File: config.mk
export PLATFORM = sky130hd
export DESIGN_NAME = taxi_uart_tx_cfg_flat
export DESIGN_NICKNAME = d
export VERILOG_FILES = /design/src/rtl/taxi_axis_if.sv /design/src/rtl/taxi_uart_tx_cfg.sv /design/src/flat_wrapper.sv
export SDC_FILE = /design/constraint.sdc
export NUM_CORES = 1
export LEC_CHECK = 0
export ABC_CLOCK_PERIOD_IN_PS = 7600
export BUFFER_PORTS_ARGS = -buffer_cell sky130_fd_sc_hd__buf_2
export CORE_UTILIZATION = 66
export CTS_CLUSTER_DIAMETER = 50
export CTS_CLUSTER_SIZE = 24
export DETAILED_ROUTE_END_ITERATION = 8
export PLACE_DENSITY_LB_ADDON = 0.25
export SKIP_LAST_GASP = 1
export SLEW_MARGIN = 20
export SYNTH_ARGS = -nofsm -noshare
export SYNTH_HDL_FRONTEND = slang
export SYNTH_SLANG_ARGS = --single-unit
File: constraint.sdc
create_clock -name clk -period 7.6 [get_ports clk]
set_input_delay 1.14 -clock clk [delete_from_list [all_inputs] [get_ports clk]]
set_output_delay 1.14 -clock clk [all_outputs]
set_load 0.02 [all_outputs]
File: src/rtl/taxi_axis_if.sv
`default_nettype none
// ============================================================================
// Module   : taxi_axis_if
// Purpose  : Minimal AXI4-Stream bundle carrying tdata/tvalid/tready.
// Ports    : master modport drives tdata/tvalid and receives tready;
//            slave modport receives tdata/tvalid and drives tready.
// Revision : 1.0 - initial release
// ============================================================================
interface taxi_axis_if #(
  parameter int DATA_W = 8
) ();
  logic [DATA_W-1:0] tdata;
  logic              tvalid;
  logic              tready;

  modport master (output tdata, output tvalid, input tready);
  modport slave  (input tdata, input tvalid, output tready);
endinterface
`default_nettype wire

File: src/rtl/taxi_uart_tx_cfg.sv
`default_nettype none
// ============================================================================
// Module   : taxi_uart_tx_cfg
// Purpose  : UART transmitter with an AXI4-Stream input, internal TX FIFO and
//            run-time frame format (5-9 data bits, parity, 1/2 stop bits).
//            Bit time is max(prescale,1)*8 clk cycles. Frames are sent
//            back-to-back while the FIFO holds data.
// Ports    : clk, rst_n (async assert, active low)
//            s_axis_tx     - stream sink (tdata/tvalid/tready)
//            txd           - serial output, idle high
//            busy          - frame or break in progress
//            fifo_count    - number of FIFO entries
//            cfg_data_bits - data bits, clamped to [5, min(9,DATA_W)]
//            cfg_parity    - 0 none, 1 even, 2 odd, 3 mark, 4 space, 5-7 none
//            cfg_stop_bits - 0 one stop bit, 1 two stop bits
//            prescale      - bit time = max(prescale,1)*8 clk
//            break_req     - line break request (TAXI_UART_TX_BREAK_EN only)
// Options  : define TAXI_UART_TX_BREAK_EN to add the break_req port and the
//            break / mark-after-break states.
// Revision : 1.0 - initial release
// ============================================================================
module taxi_uart_tx_cfg #(
  parameter int FIFO_DEPTH = 16
) (
  input  logic                        clk,
  input  logic                        rst_n,
  taxi_axis_if.slave                  s_axis_tx,
  output logic                        txd,
  output logic                        busy,
  output logic [$clog2(FIFO_DEPTH):0] fifo_count,
  input  logic [3:0]                  cfg_data_bits,
  input  logic [2:0]                  cfg_parity,
  input  logic                        cfg_stop_bits,
`ifdef TAXI_UART_TX_BREAK_EN
  input  logic                        break_req,
`endif
  input  logic [15:0]                 prescale
);

  localparam int DATA_W = $bits(s_axis_tx.tdata);
  localparam int AW     = $clog2(FIFO_DEPTH);
  localparam int CW     = AW + 1;
  localparam int MAXB   = (DATA_W < 9) ? DATA_W : 9;
  localparam logic [3:0]    C_MAXB = 4'(MAXB);
  localparam logic [CW-1:0] C_FULL = CW'(FIFO_DEPTH);

  typedef enum logic [2:0] {
    ST_IDLE   = 3'd0,
    ST_START  = 3'd1,
    ST_DATA   = 3'd2,
    ST_PARITY = 3'd3,
    ST_STOP   = 3'd4,
    ST_STOP2  = 3'd5
`ifdef TAXI_UART_TX_BREAK_EN
    ,
    ST_BREAK  = 3'd6,
    ST_MAB    = 3'd7
`endif
  } state_t;

  state_t            state_q, state_d;
  logic              txd_q, txd_d;
  logic              busy_q, busy_d;
  logic [DATA_W-1:0] shreg_q, shreg_d;
  logic [3:0]        nbits_q, nbits_d;
  logic [3:0]        bitno_q, bitno_d;
  logic [2:0]        pmode_q, pmode_d;
  logic              stop2_q, stop2_d;
  logic [15:0]       presc_q, presc_d;
  logic [18:0]       cnt_q, cnt_d;
  logic              par_q, par_d;
  logic [AW-1:0]     rd_ptr_q, rd_ptr_d;
  logic [AW-1:0]     wr_ptr_q, wr_ptr_d;
  logic [CW-1:0]     count_q, count_d;
  logic              tready_q, tready_d;
  logic [DATA_W-1:0] mem_q [FIFO_DEPTH];

  logic              w_push, w_pop, w_load, w_frame_end, w_bit_end, w_nonempty;
  logic [15:0]       w_presc_in;
  logic [3:0]        w_nbits;
  logic [18:0]       w_reload;

  assign w_push     = s_axis_tx.tvalid & tready_q;
  assign w_nonempty = (count_q != '0);
  assign w_bit_end  = (cnt_q == '0);
  assign w_presc_in = (prescale == 16'd0) ? 16'd1 : prescale;
  // Reload value for the bit currently in progress uses the latched prescale.
  assign w_reload   = {presc_q, 3'b000} - 19'd1;

  always_comb begin
    if (cfg_data_bits < 4'd5)        w_nbits = 4'd5;
    else if (cfg_data_bits > C_MAXB) w_nbits = C_MAXB;
    else                             w_nbits = cfg_data_bits;
  end

  // FIFO storage carries no reset; pointers and count define its contents.
  always_ff @(posedge clk) begin
    if (w_push) mem_q[wr_ptr_q] <= s_axis_tx.tdata;
  end

  always_comb begin
    state_d     = state_q;
    txd_d       = txd_q;
    busy_d      = busy_q;
    shreg_d     = shreg_q;
    nbits_d     = nbits_q;
    bitno_d     = bitno_q;
    pmode_d     = pmode_q;
    stop2_d     = stop2_q;
    presc_d     = presc_q;
    par_d       = par_q;
    cnt_d       = w_bit_end ? w_reload : cnt_q - 19'd1;
    w_load      = 1'b0;
    w_frame_end = 1'b0;

    case (state_q)
      ST_IDLE: begin
        cnt_d = cnt_q;
`ifdef TAXI_UART_TX_BREAK_EN
        if (break_req) begin
          state_d = ST_BREAK;
          txd_d   = 1'b0;
          busy_d  = 1'b1;
        end else
`endif
        if (w_nonempty) w_load = 1'b1;
      end
      ST_START: begin
        if (w_bit_end) begin
          state_d = ST_DATA;
          txd_d   = shreg_q[0];
          par_d   = shreg_q[0];
          shreg_d = shreg_q >> 1;
          bitno_d = 4'd1;
        end
      end
      ST_DATA: begin
        if (w_bit_end) begin
          if (bitno_q == nbits_q) begin
            if (pmode_q >= 3'd1 && pmode_q <= 3'd4) begin
              state_d = ST_PARITY;
              case (pmode_q)
                3'd1:    txd_d = par_q;
                3'd2:    txd_d = ~par_q;
                3'd3:    txd_d = 1'b1;
                default: txd_d = 1'b0;
              endcase
            end else begin
              state_d = ST_STOP;
              txd_d   = 1'b1;
            end
          end else begin
            txd_d   = shreg_q[0];
            par_d   = par_q ^ shreg_q[0];
            shreg_d = shreg_q >> 1;
            bitno_d = bitno_q + 4'd1;
          end
        end
      end
      ST_PARITY: begin
        if (w_bit_end) begin
          state_d = ST_STOP;
          txd_d   = 1'b1;
        end
      end
      ST_STOP: begin
        if (w_bit_end) begin
          if (stop2_q) state_d = ST_STOP2;
          else         w_frame_end = 1'b1;
        end
      end
      ST_STOP2: begin
        if (w_bit_end) w_frame_end = 1'b1;
      end
`ifdef TAXI_UART_TX_BREAK_EN
      ST_BREAK: begin
        cnt_d = cnt_q;
        if (!break_req) begin
          state_d = ST_MAB;
          txd_d   = 1'b1;
          presc_d = w_presc_in;
          cnt_d   = {w_presc_in, 3'b000} - 19'd1;
        end
      end
      ST_MAB: begin
        if (w_bit_end) begin
          state_d = ST_IDLE;
          busy_d  = 1'b0;
        end
      end
`endif
      default: begin
        state_d = ST_IDLE;
        txd_d   = 1'b1;
        busy_d  = 1'b0;
      end
    endcase

    // End of the last stop bit: chain straight into the next frame so the
    // line never shows an idle gap between queued words.
    if (w_frame_end) begin
`ifdef TAXI_UART_TX_BREAK_EN
      if (break_req) begin
        state_d = ST_BREAK;
        txd_d   = 1'b0;
      end else
`endif
      if (w_nonempty) begin
        w_load = 1'b1;
      end else begin
        state_d = ST_IDLE;
        busy_d  = 1'b0;
      end
    end

    // Pop and latch word plus the whole frame format for this frame.
    if (w_load) begin
      state_d = ST_START;
      txd_d   = 1'b0;
      busy_d  = 1'b1;
      shreg_d = mem_q[rd_ptr_q];
      nbits_d = w_nbits;
      pmode_d = cfg_parity;
      stop2_d = cfg_stop_bits;
      presc_d = w_presc_in;
      cnt_d   = {w_presc_in, 3'b000} - 19'd1;
    end
  end

  assign w_pop = w_load;

  always_comb begin
    wr_ptr_d = w_push ? wr_ptr_q + AW'(1) : wr_ptr_q;
    rd_ptr_d = w_pop  ? rd_ptr_q + AW'(1) : rd_ptr_q;
    count_d  = count_q + CW'(w_push) - CW'(w_pop);
    tready_d = (count_d != C_FULL);
  end

  always_ff @(posedge clk or negedge rst_n) begin
    if (!rst_n) begin
      state_q  <= ST_IDLE;
      txd_q    <= 1'b1;
      busy_q   <= 1'b0;
      shreg_q  <= '0;
      nbits_q  <= 4'd5;
      bitno_q  <= '0;
      pmode_q  <= '0;
      stop2_q  <= 1'b0;
      presc_q  <= 16'd1;
      cnt_q    <= '0;
      par_q    <= 1'b0;
      rd_ptr_q <= '0;
      wr_ptr_q <= '0;
      count_q  <= '0;
      tready_q <= 1'b0;
    end else begin
      state_q  <= state_d;
      txd_q    <= txd_d;
      busy_q   <= busy_d;
      shreg_q  <= shreg_d;
      nbits_q  <= nbits_d;
      bitno_q  <= bitno_d;
      pmode_q  <= pmode_d;
      stop2_q  <= stop2_d;
      presc_q  <= presc_d;
      cnt_q    <= cnt_d;
      par_q    <= par_d;
      rd_ptr_q <= rd_ptr_d;
      wr_ptr_q <= wr_ptr_d;
      count_q  <= count_d;
      tready_q <= tready_d;
    end
  end

  assign s_axis_tx.tready = tready_q;
  assign txd              = txd_q;
  assign busy             = busy_q;
  assign fifo_count       = count_q;

endmodule
`default_nettype wire

File: src/flat_wrapper.sv
// flat-port wrapper written by rule: the top's interface ports become plain ports
module taxi_uart_tx_cfg_flat 
#(
  parameter int FIFO_DEPTH = 16
)
  (clk, rst_n, txd, busy, fifo_count, cfg_data_bits, cfg_parity, cfg_stop_bits, prescale, s_axis_tx_tdata, s_axis_tx_tvalid, s_axis_tx_tready);
  taxi_axis_if #(.DATA_W(9)) s_axis_tx_i ();
  input  logic clk;
  input  logic rst_n;
  output logic txd;
  output logic busy;
  output logic [$clog2(FIFO_DEPTH):0] fifo_count;
  input  logic [3:0] cfg_data_bits;
  input  logic [2:0] cfg_parity;
  input  logic cfg_stop_bits;
  input  logic [15:0] prescale;
  input wire logic [$bits(s_axis_tx_i.tdata)-1:0] s_axis_tx_tdata;
  input wire logic [$bits(s_axis_tx_i.tvalid)-1:0] s_axis_tx_tvalid;
  output wire logic [$bits(s_axis_tx_i.tready)-1:0] s_axis_tx_tready;
  assign s_axis_tx_i.tdata = s_axis_tx_tdata;
  assign s_axis_tx_i.tvalid = s_axis_tx_tvalid;
  assign s_axis_tx_tready = s_axis_tx_i.tready;
  taxi_uart_tx_cfg #(.FIFO_DEPTH(FIFO_DEPTH)) u_core (.clk(clk), .rst_n(rst_n), .s_axis_tx(s_axis_tx_i), .txd(txd), .busy(busy), .fifo_count(fifo_count), .cfg_data_bits(cfg_data_bits), .cfg_parity(cfg_parity), .cfg_stop_bits(cfg_stop_bits), .prescale(prescale));
endmodule
### Word level (Yosys, flattened, before mapping)

Memories as Yosys holds them, arrays and structs flattened.
Cells that the tools add are included.

* memories: 1
* output and inout bits: 8
* logic and storage cells: 114
* flip-flop bits (word level): 76
* memory bits (writable): 144
* bits of input ports: 36

* reductions and logical operators: 13
* bitwise gates (word level): 3
* mux-type cells: 51
* equal/unequal tests: 19
* $lt $le $gt $ge: 4
* add/sub/neg operators: 8

Memory list
* u_core.mem_q: depth 16, width 9, read ports 1, clocked after memory_dff 0, wr ports 1, RTL line taxi_uart_tx_cfg.sv:76 `logic [DATA_W-1:0] mem_q [FIFO_DEPTH];`

Operator list (number)
* $mux W19: 3
* $sub A19 B1 Y19 const B: 3
* $mux W9: 4
* $mux W3: 10
* $mux W1: 21
* $mux W4: 5
* $logic_not A19 Y1: 1
* $pmux W9 S2: 1
* $logic_not A16 Y1: 1
* $mux W16: 1
* $pmux W3 S5: 1
* $add A4 B1 Y4 const B: 3
* $eq A3 B2 Y1 const B: 4
* $reduce_and A4 Y1: 3
* $ne A3 B1 Y1 const B: 3
* $ne A2 B1 Y1 const B: 4
* $pmux W4 S2: 1
* $eq A3 B1 Y1 const B: 2
* $eq A3 B3 Y1 const B: 2
* $reduce_or A6 Y1: 1
* $add A5 B1 Y5: 1
* $ne A5 B5 Y1 const B: 1
* $reduce_bool A5 Y1: 1
* $sub A5 B1 Y5: 1
* other kinds (19): 20

### Logic depth before layout (Yosys ltp)

Gate-level depths: netlist of run 1.

* depth in word-level cells: 9
* mapped depth: 18
* gate-level depth less buffers: 17

### Worst setup path before layout of run 1

No wires, ideal clock.

* path kind: flip-flop to flip-flop
* start point: register u_core.cnt_q[12]
* end point: register u_core.tready_q, in the netlist u_core.s_axis_tx.tready
* required time: 7475 ps
* cell stages (with the launch flop): 18
* clock period less this slack: 3622 ps
* arrival: 3497 ps
* path buffers: 1
* setup slack: 3978 ps
* setup time: 125 ps
* cells stage by stage: dfrtp_1 > or4_4 > or2_1 > nor4_1 > a21oi_1 > inv_2 > buf_1 > ha_1 > inv_1 > ha_1 > inv_1 > fa_1 > inv_1 > a21oi_1 > nor2_1 > nor2_1 > xnor2_1 > nand2_1

* cells in the longest elaborated chain, start to end: 6
* elaborated cells on any way between the ends: 7
* classes of those cells: 1 x add/sub; 1 x eq/ne; 4 x mux; 1 x reduce/logical

RTL lines
* from (decl): RTL line taxi_uart_tx_cfg.sv:70 `logic [18:0] cnt_q, cnt_d;`
* from (signal assigned): RTL line taxi_uart_tx_cfg.sv:266 `cnt_q <= cnt_d;`
* $logic_not A19 Y1 *: RTL line taxi_uart_tx_cfg.sv:85 `assign w_bit_end = (cnt_q == '0);`
* $mux W1, on equally long branches: RTL line taxi_uart_tx_cfg.sv:173, taxi_uart_tx_cfg.sv:167
* $pmux W1 S2 *: RTL line taxi_uart_tx_cfg.sv:116 `case (state_q)`
* $mux W1 *: RTL line taxi_uart_tx_cfg.sv:201 `if (w_frame_end) begin`
* $sub A5 B1 Y5 *: RTL line taxi_uart_tx_cfg.sv:235 `count_d = count_q + CW'(w_push) - CW'(w_pop);`
* via u_core.count_d[4]: RTL line taxi_uart_tx_cfg.sv:74 `logic [CW-1:0] count_q, count_d;`
* $ne A5 B5 Y1 *: RTL line taxi_uart_tx_cfg.sv:236 `tready_d = (count_d != C_FULL);`
* via u_core.tready_d: RTL line taxi_uart_tx_cfg.sv:75 `logic tready_q, tready_d;`
* to (signal assigned): RTL line taxi_uart_tx_cfg.sv:271 `tready_q <= tready_d;`
* to (decl): RTL line taxi_uart_tx_cfg.sv:75

Mark *: on every way through the listed nets, which the timed path passes. The rest lies on a longest branch.
A chain may end at the register's enable or synchronous reset.

### Worst setup path after layout of run 1

* start point: register u_core.count_q[3], in the netlist u_core.fifo_count[3]
* end point: register u_core.tready_q, in the netlist u_core.s_axis_tx.tready

* cells in the longest elaborated chain, start to end: 7
* elaborated cells on any way between the ends: 8
* classes of those cells: 2 x add/sub; 1 x eq/ne; 4 x mux; 1 x reduce/logical

RTL lines
* from (decl): RTL line taxi_uart_tx_cfg.sv:74
* from (signal assigned): RTL line taxi_uart_tx_cfg.sv:270 `count_q <= count_d;`
* $reduce_bool A5 Y1 *: RTL line taxi_uart_tx_cfg.sv:84 `assign w_nonempty = (count_q != '0);`
* $mux W1: RTL line taxi_uart_tx_cfg.sv:126 `if (w_nonempty) w_load = 1'b1;`
* $mux W1: RTL line taxi_uart_tx_cfg.sv:116
* $mux W1: RTL line taxi_uart_tx_cfg.sv:208 `if (w_nonempty) begin`
* $mux W1 *: RTL line taxi_uart_tx_cfg.sv:201
* $sub A5 B1 Y5 *: RTL line taxi_uart_tx_cfg.sv:235
* via u_core.count_d[1]: RTL line taxi_uart_tx_cfg.sv:74
* $ne A5 B5 Y1 *: RTL line taxi_uart_tx_cfg.sv:236
* via u_core.tready_d: RTL line taxi_uart_tx_cfg.sv:75

Marks and branches as above.

==> results of run 1 <==
==> sequential cells by signal, summed over array words and instances (netlist names) <==
| name | flops |
|---|---|
| u_core.busy | 1 |
| u_core.mem_q | 144 |
| u_core.pmode_q | 3 |
| u_core.rd_ptr_q | 4 |
| u_core.cnt_q | 19 |
| u_core.state_q | 3 |
| u_core.presc_q | 16 |
| u_core.stop2_q | 1 |
| u_core.s_axis_tx.tready | 1 |
| u_core.par_q | 1 |
| u_core.fifo_count | 5 |
| u_core.wr_ptr_q | 4 |
| u_core.txd | 1 |
| u_core.nbits_q | 4 |
| u_core.shreg_q | 9 |
| u_core.bitno_q | 4 |
==> layout by cell type, fill, tap and decap left out, drive strengths merged, types with 15 or more instances in the layout <==
| master | count |
|---|---|
| ha | 16 |
| nor2 | 38 |
| dfrtp | 72 |
| a21oi | 33 |
| o21ai | 32 |
| edfxtp | 144 |
| buf | 51 |
| nand2 | 109 |
| nor3 | 22 |
| clkbuf | 22 |
| nor4 | 17 |
| xor2 | 15 |
| nand3 | 25 |
| mux4 | 37 |
| inv | 33 |
| xnor2 | 29 |
==> report_power, final <==
group / total [mW] / internal [mW] / switching, mW
clock: 1.10 / 0.571 / 0.526
sequential: 1.53 / 1.42 / 0.104
combinational: 0.453 / 0.176 / 0.277
total: 3.08 / 2.17 / 0.908
==> final timing paths <==
kind / start / slack, ns / cells after the start / endpoint
max: u_core.fifo_count[3]$_DFF_PN0_ / 3.58 / 16 / u_core.s_axis_tx.tready$_DFF_PN0_
min: u_core.shreg_q[1]$_DFFE_PN0P_ / 0.50 / 2 / u_core.shreg_q[0]$_DFFE_PN0P_
max reg2reg: u_core.fifo_count[3]$_DFF_PN0_ / 3.58 / 16 / u_core.s_axis_tx.tready$_DFF_PN0_
min reg2reg: u_core.shreg_q[1]$_DFFE_PN0P_ / 0.50 / 2 / u_core.shreg_q[0]$_DFFE_PN0P_
max in group asynchronous: rst_n / 6.09 / 1 / u_core.rd_ptr_q[0]$_DFFE_PN0N_
min in group asynchronous: rst_n / 0.78 / 1 / u_core.cnt_q[17]$_DFFE_PN0P_
==> area by class of cell <==
| class | count | area (µm²) | area share (%) |
|---|---|---|---|
| clock buffer | 22 | 551 | 4.83 |
| sequential | 220 | 6230 | 54.6 |
| clock inverter | 18 | 209 | 1.83 |
| tap | 188 | 235 | 2.06 |
| inverter | 25 | 93.8 | 0.822 |
| timing repair buffer | 51 | 278 | 2.43 |
| multi-input combinational | 523 | 3810 | 33.4 |
==> cell families (layout without fill, tap and decap cells) <==
kind of cell | count (synthesis) | in the layout | synth area share, %
xor+xnor | 44 | 44 | 3.76
simple gates | 290 | 290 | 14.2
mux | 50 | 50 | 9.42
flops | 220 | 220 | 60.9
buf+inv | 57 | 116 | 2.13
fa+ha+maj | 17 | 17 | 2.15
compound gates | 122 | 122 | 7.49
==> layer usage <==
layer  track usage [%]  wire (µm)  share of wire (%)
met2              54.3      12400                 50
met3              4.56       1450                5.9
met5                 0          0                  0
met4              18.4       1420                5.7
met1              40.4       9470                 38
==> cells in the mapped netlist (all sizes together), types with 15 or more instances <==
cell | count | area, µm²
xor2 | 15 | 131
nand2 | 109 | 409
dfrtp | 72 | 1800
xnor2 | 29 | 254
clkbuf | 20 | 75.1
nand3 | 25 | 125
inv | 25 | 93.8
nor4 | 17 | 106
mux4 | 37 | 833
o21ai | 32 | 160
edfxtp | 144 | 4320
a21oi | 33 | 165
nor3 | 22 | 115
ha | 16 | 200
nor2 | 38 | 143
==> stage by stage <==
| stage | cell area [µm²] | instances | util [%] | hold WS, ns |
|---|---|---|---|---|
| 2_1_floorplan | 10200 | 800 | - | 0.462 |
| 3_3_place_gp | 10600 | 1007 | 70.3 | 0.472 |
| 3_5_place_dp | 10700 | 1007 | 70.3 | 0.488 |
| 4_1_cts | 11400 | 1047 | 75.3 | 0.503 |
| 5_1_grt | 11400 | 1047 | 75.3 | 0.524 |
| 6_report | 11400 | 1047 | 75.3 | 0.499 |
==> worst register-to-register path: cells and delay by family (launching register included) <==
family          cells  cell delay [ns]
buf+inv             7             0.97
simple gates        4             1.20
fa+ha+maj           4             1.21
compound gates      1             0.13
flops               1             0.41
==> impl_metrics.json, run 1 <==
{
  "ant_nets": 0,
  "drive_gt1_share_pct": 17.0,
  "first_global_vias": 6901,
  "grt-ovfl-total": 0,
  "worst_pin_slew_ns": 1.00,
  "rsz0062_at_grt": "false",
  "clock_latency_ns": 0.55,
  "nets": 896,
  "fp-row-count": 45,
  "ir_drop_uv": 308,
  "slew_headroom_pct": 33.2,
  "grt_antenna_before_repair": 0,
  "wire_per_inst_um": 23.6,
  "status": "completed",
  "min_path_type": "reg2reg",
  "drcViolationCount": 0,
  "nFillCells": 929,
  "root_buffer": "clkbuf_16",
  "start_kind": "flop",
  "cts_buffers": 22,
  "power_density_mw_per_mm2": 270,
  "crit_family": "simple AND/OR/NAND/NOR gates",
  "min_period_over_period_pct": 52.9,
  "ys_ff_latch": 220,
  "crit_path_max_incr_delay_ns": 0.63,
  "syn2layout_area_growth_pct": 11.5,
  "ctsResizeCount": 0,
  "dieHeight_um": 127,
  "synth_edf_count": 144,
  "grt_max_degree": 77,
  "die_area_mm2": 0.0160,
  "grt_pass1_wl_um": 37900,
  "final_max_slew_viol_count": 0,
  "async_flop_share_pct": 34.5,
  "hold_buffers": 0,
  "synth-seq-area-share_pct": 60.9,
  "skew_ns": 0.0401,
  "start_util_pct": 67.6,
  "fin_crit_ns": 4.02,
  "cp.arrival_ns": 4.43,
  "fmax_ghz": 0.249,
  "syn-cell-area_mm2": 0.0102,
  "critPathSlowestCell": "nor3_2",
  "synth.avg_cell_area_um2": 12.8,
  "cts_setup_buffers": 0,
  "drt-total-wl_um": 24700,
  "cts_tree": "built",
  "cap_violations": 0,
  "drtIter0Drc": 590,
  "antenna_cells": 0,
  "dp_hpwl_um": 15700,
  "grtUsageTotal_pct": 32.2,
  "ys_types": 61,
  "syn-num-nets": 853,
  "fp.dieW_um": 127,
  "cp_max_fo": 46,
  "yosysWarnings": 0,
  "crit_required_ns": 8.02,
  "path_class": "reg2reg",
  "drt-vias-per-instance": 6.64,
  "cts.sinks": 220,
  "endpoint_kind": "flop",
  "clkSlewWorstSetupHoldPaths_ns": 0.07,
  "synth_ff_type": "edfxtp_1",
  "drtPass1Iterations": 5,
  "p_leak_nw": 4.21,
  "final.setup.tns_ns": 0,
  "fin_ws_ns": 3.58,
  "hold_violations": 0,
  "port_buffers": 43,
  "fin_total_pwr_mw": 3.08,
  "routed-via-count": 6955,
  "cts_buffer_depth": 3,
  "path_buf_inv": 7,
  "pre_cts_ws_ns": 3.59,
  "crit_top_cell": "inv_1",
  "num_io_pins": 44,
  "globalplace.congestion": 0.939,
  "final-setup-viol-count": 0,
  "htreeDepth": 1,
  "core_region_area_mm2": 0.0151,
  "syn-instance-count": 800,
  "crit_chain": "inv_1, ha_1, nor4b_2, buf_4, nor3_2, a21oi_4, inv_2, buf_4, ha_1, inv_1, ha_1, inv_1, fa_1, inv_1, nor4_1, nand2_1"
}
No activity file was read; power rests on OpenSTA's default activity.
==> inputs of run 2 (changes only) <==
- ABC_AREA: default -> 1
- ABC_CLOCK_PERIOD_IN_PS: 7600 -> 3300
- CORE_UTILIZATION: 66 -> 56
- clock period: 7.6 -> 3.3 ns (I/O delays scaled with it)
==> run 2 against run 1 <==
Net effect: largest cell class unchanged; largest power group unchanged; register-to-register slack got worse by 3.1 ns; critical path depth fell by 1; setup slack got worse by 3.1 ns; wire length rose by 0.50%; synthesized cell count rose by 45%; sequential share of layout area fell by 2.7 points; the flow now finishes with violations (negative hold slack); core utilization fell by 11 points; cell area rose by 5.2%; clock skew fell by 0.019 ns; critical endpoint unchanged; area after synthesis rose by 5.0%; clock power rose by 150%.
==> impl_metrics.json, run 2 <==
{
  "grt-ovfl-total": 0,
  "post_synth_and_or_nand_nor_area_fraction_pct": 22.6,
  "drt-total-wl_um": 24900,
  "ant_nets": 0,
  "final_max_slew_viol_count": 0,
  "cts_tree": "built",
  "core_region_area_mm2": 0.0188,
  "ys_top_cells_by_count": "nand2_1, nor2_1, edfxtp_1, o21ai_0, nand3_1",
  "fin_util_pct": 63.9,
  "synth.avg_cell_area_um2": 9.26,
  "yosysTopAreaCell": "edfxtp_1",
  "final-setup-viol-count": 0,
  "synthXorXnorAreaFrac_pct": 3.26,
  "num_io_pins": 44,
  "grt_pass1_wl_um": 39800,
  "skew_ns": 0.0209,
  "synth-seq-area-share_pct": 58.0,
  "crit_required_ns": 3.70,
  "syn2layout_area_growth_pct": 11.7,
  "synth_most_common_cell": "nand2_1",
  "drtIter0Drc": 791,
  "top_register": "u_core.mem_q",
  "path_buf_inv": 3,
  "synth_compound_area_share_pct": 9.43,
  "antenna_cells": 0,
  "cts.sinks": 220,
  "syn-cell-area_mm2": 0.0107,
  "p_int_mw": 5.25,
  "hold_slack_ns": -0.0172,
  "design_area_mm2": 0.0120,
  "layout_common_cells": "nand2_1, nor2_1, edfxtp_1",
  "start_util_pct": 57.3,
  "worst_pin_slew_ns": 0.938,
  "cp.arrival_ns": 3.27,
  "grtUsageTotal_pct": 26.1,
  "status": "finished with violations",
  "syn-instance-count": 1160,
  "violations": "negative hold slack",
  "switchingPower_mw": 2.36,
  "fp-row-count": 50,
  "grt_antenna_before_repair": 0,
  "pwr-share-seq_pct": 46.2,
  "fin_cells": 1449,
  "ctsResizeCount": 0,
  "synth_top_family_by_area": "simple AND/OR/NAND/NOR gates",
  "dieHeight_um": 141,
  "p_sw_share_pct": 31.1,
  "dp.cells": 1407,
  "synth_edf_count": 144,
  "final.setup.tns_ns": 0,
  "synthAdderAreaFrac_pct": 2.05,
  "crit_family": "adder cells",
  "p_clk_share_pct": 36.0,
  "placed_area_mm2": 0.0112,
  "yosysTopAreaCellShare_pct": 40.2,
  "drtPass1Iterations": 5,
  "syn-num-nets": 1213,
  "die_area_mm2": 0.0197,
  "wire_per_inst_um": 17.2,
  "min_period_over_period_pct": 86.8,
  "clkSlewWorstSetupHoldPaths_ns": 0.06,
  "async_flop_share_pct": 34.5,
  "reg_top3": "u_core.mem_q (144), u_core.cnt_q (19), u_core.presc_q (16)",
  "crit_chain": "inv_1, ha_1, nand2_1, nor2_4, nand4_4, a21oi_4, ha_1, inv_1, ha_1, inv_1, fa_1, o21ai_0, a21oi_1, xor2_1, nand2_1",
  "fmax_ghz": 0.349,
  "slew_headroom_pct": 37.3,
  "htreeDepth": 1,
  "ir_drop_uv": 605,
  "power_density_mw_per_mm2": 634,
  "cts_setup_buffers": 0,
  "fp.dieW_um": 141,
  "port_buffers": 43,
  "hold_violations": 7,
  "synth.top_cells.by_area": "edfxtp_1, dfrtp_1, nand2_1",
  "min_path_type": "in2async",
  "critPathSlowestCell": "dfrtp_1",
  "first_global_vias": 7781,
  "ys_types": 42,
  "p_leak_nw": 4.87,
  "start_kind": "flop",
  "drive_gt1_share_pct": 10.0,
  "synth_ff_type": "edfxtp_1",
  "grt_max_degree": 77,
  "final_common_cell": "nand2_1",
  "nets": 1251,
  "nFillCells": 1507,
  "drt-vias-per-instance": 5.64,
  "yosysWarnings": 0,
  "crit_path_max_incr_delay_ns": 0.39,
  "reg2reg_slack_ns": 0.44,
  "globalplace.congestion": 0.942,
  "largest_reg_flops": 144,
  "dp_hpwl_um": 16000,
  "ys_ff_latch": 220,
  "fin_crit_ns": 2.86,
  "cap_violations": 0,
  "hold_buffers": 0,
  "path_class": "reg2reg",
  "cp_max_fo": 7,
  "drcViolationCount": 0,
  "routed-via-count": 8171,
  "synth.area.mux_share_pct": 0,
  "cts_buffers": 23,
  "root_buffer": "clkbuf_16",
  "clock_latency_ns": 0.53,
  "cts_buffer_depth": 3,
  "endpoint_kind": "flop",
  "rsz0062_at_grt": "false",
  "pwr-share-comb_pct": 17.8
}
## run 2: cell families after synthesis
logic type / count (synthesis)
and+or+nand+nor: 582
DFF: 220
AOI/OAI and AO/OA: 172
buffers and inverters: 129
xor gates and xnor gates: 40
adders and majority gates: 17
## run 2: cell type report
class	instances	area (µm²)	area share (%)
inverters	86	323	2.69
clock inverters	17	220	1.83
repair buffers	56	319	2.66
clock buffers	25	604	5.04
well taps	234	293	2.44
flip-flops and latches	220	6230	51.9
multi-input cells	811	4010	33.4
## run 2: path summary, 6_finish.rpt
path | startpoint | endpoint | cells after the start
min reg2reg | u_core.nbits_q[2]$_DFFE_PN1N_ | u_core.nbits_q[2]$_DFFE_PN1N_ | 2
min | rst_n | u_core.pmode_q[2]$_DFFE_PN0N_ | 1
max in group asynchronous | rst_n | u_core.rd_ptr_q[0]$_DFFE_PN0N_ | 1
max reg2reg | u_core.cnt_q[0]$_DFFE_PN0P_ | u_core.s_axis_tx.tready$_DFF_PN0_ | 15
max | u_core.cnt_q[0]$_DFFE_PN0P_ | u_core.s_axis_tx.tready$_DFF_PN0_ | 15
min in group clk | cfg_data_bits[3] | u_core.nbits_q[2]$_DFFE_PN1N_ | 2
## run 2: worst register-to-register path, stage by stage, from the launching register on
cell and delay (ns):
dfrtp_1 0.39, inv_1 0.18, ha_1 0.21, nand2_1 0.11
nor2_4 0.17, nand4_4 0.13, a21oi_4 0.16, ha_1 0.24
inv_1 0.06, ha_1 0.15, inv_1 0.05, fa_1 0.38
o21ai_0 0.18, a21oi_1 0.09, xor2_1 0.17, nand2_1 0.07
## run 2: stage by stage
step | total power, mW | worst slack [ns]
floorplan | 4.48 | 0.367
global placement | 4.88 | 0.554
detailed placement | 4.92 | 0.462
CTS | 7.65 | 0.422
global route | 7.96 | 0.185
finish | 7.61 | 0.435
## run 2: per-layer routing
| layer | wire (µm) | track usage, % | part of all wire, % |
|---|---|---|---|
| met1 | 10800 | 35.7 | 43 |
| met5 | 0 | 0 | 0 |
| met2 | 12000 | 43.1 | 48 |
| met4 | 765 | 9.90 | 3.1 |
| met3 | 1310 | 3.01 | 5.3 |
## run 2: power by group through the flow
| stage | registers (mW) | clock network (mW) | logic, mW |
|---|---|---|---|
| final | 3.52 | 2.74 | 1.36 |
| after global placement | 3.57 | 0 | 1.32 |
| after floorplan | 3.57 | 0 | 0.907 |
| after global routing | 3.55 | 2.88 | 1.53 |
| after CTS | 3.52 | 2.78 | 1.36 |
| after detailed placement | 3.57 | 0 | 1.35 |
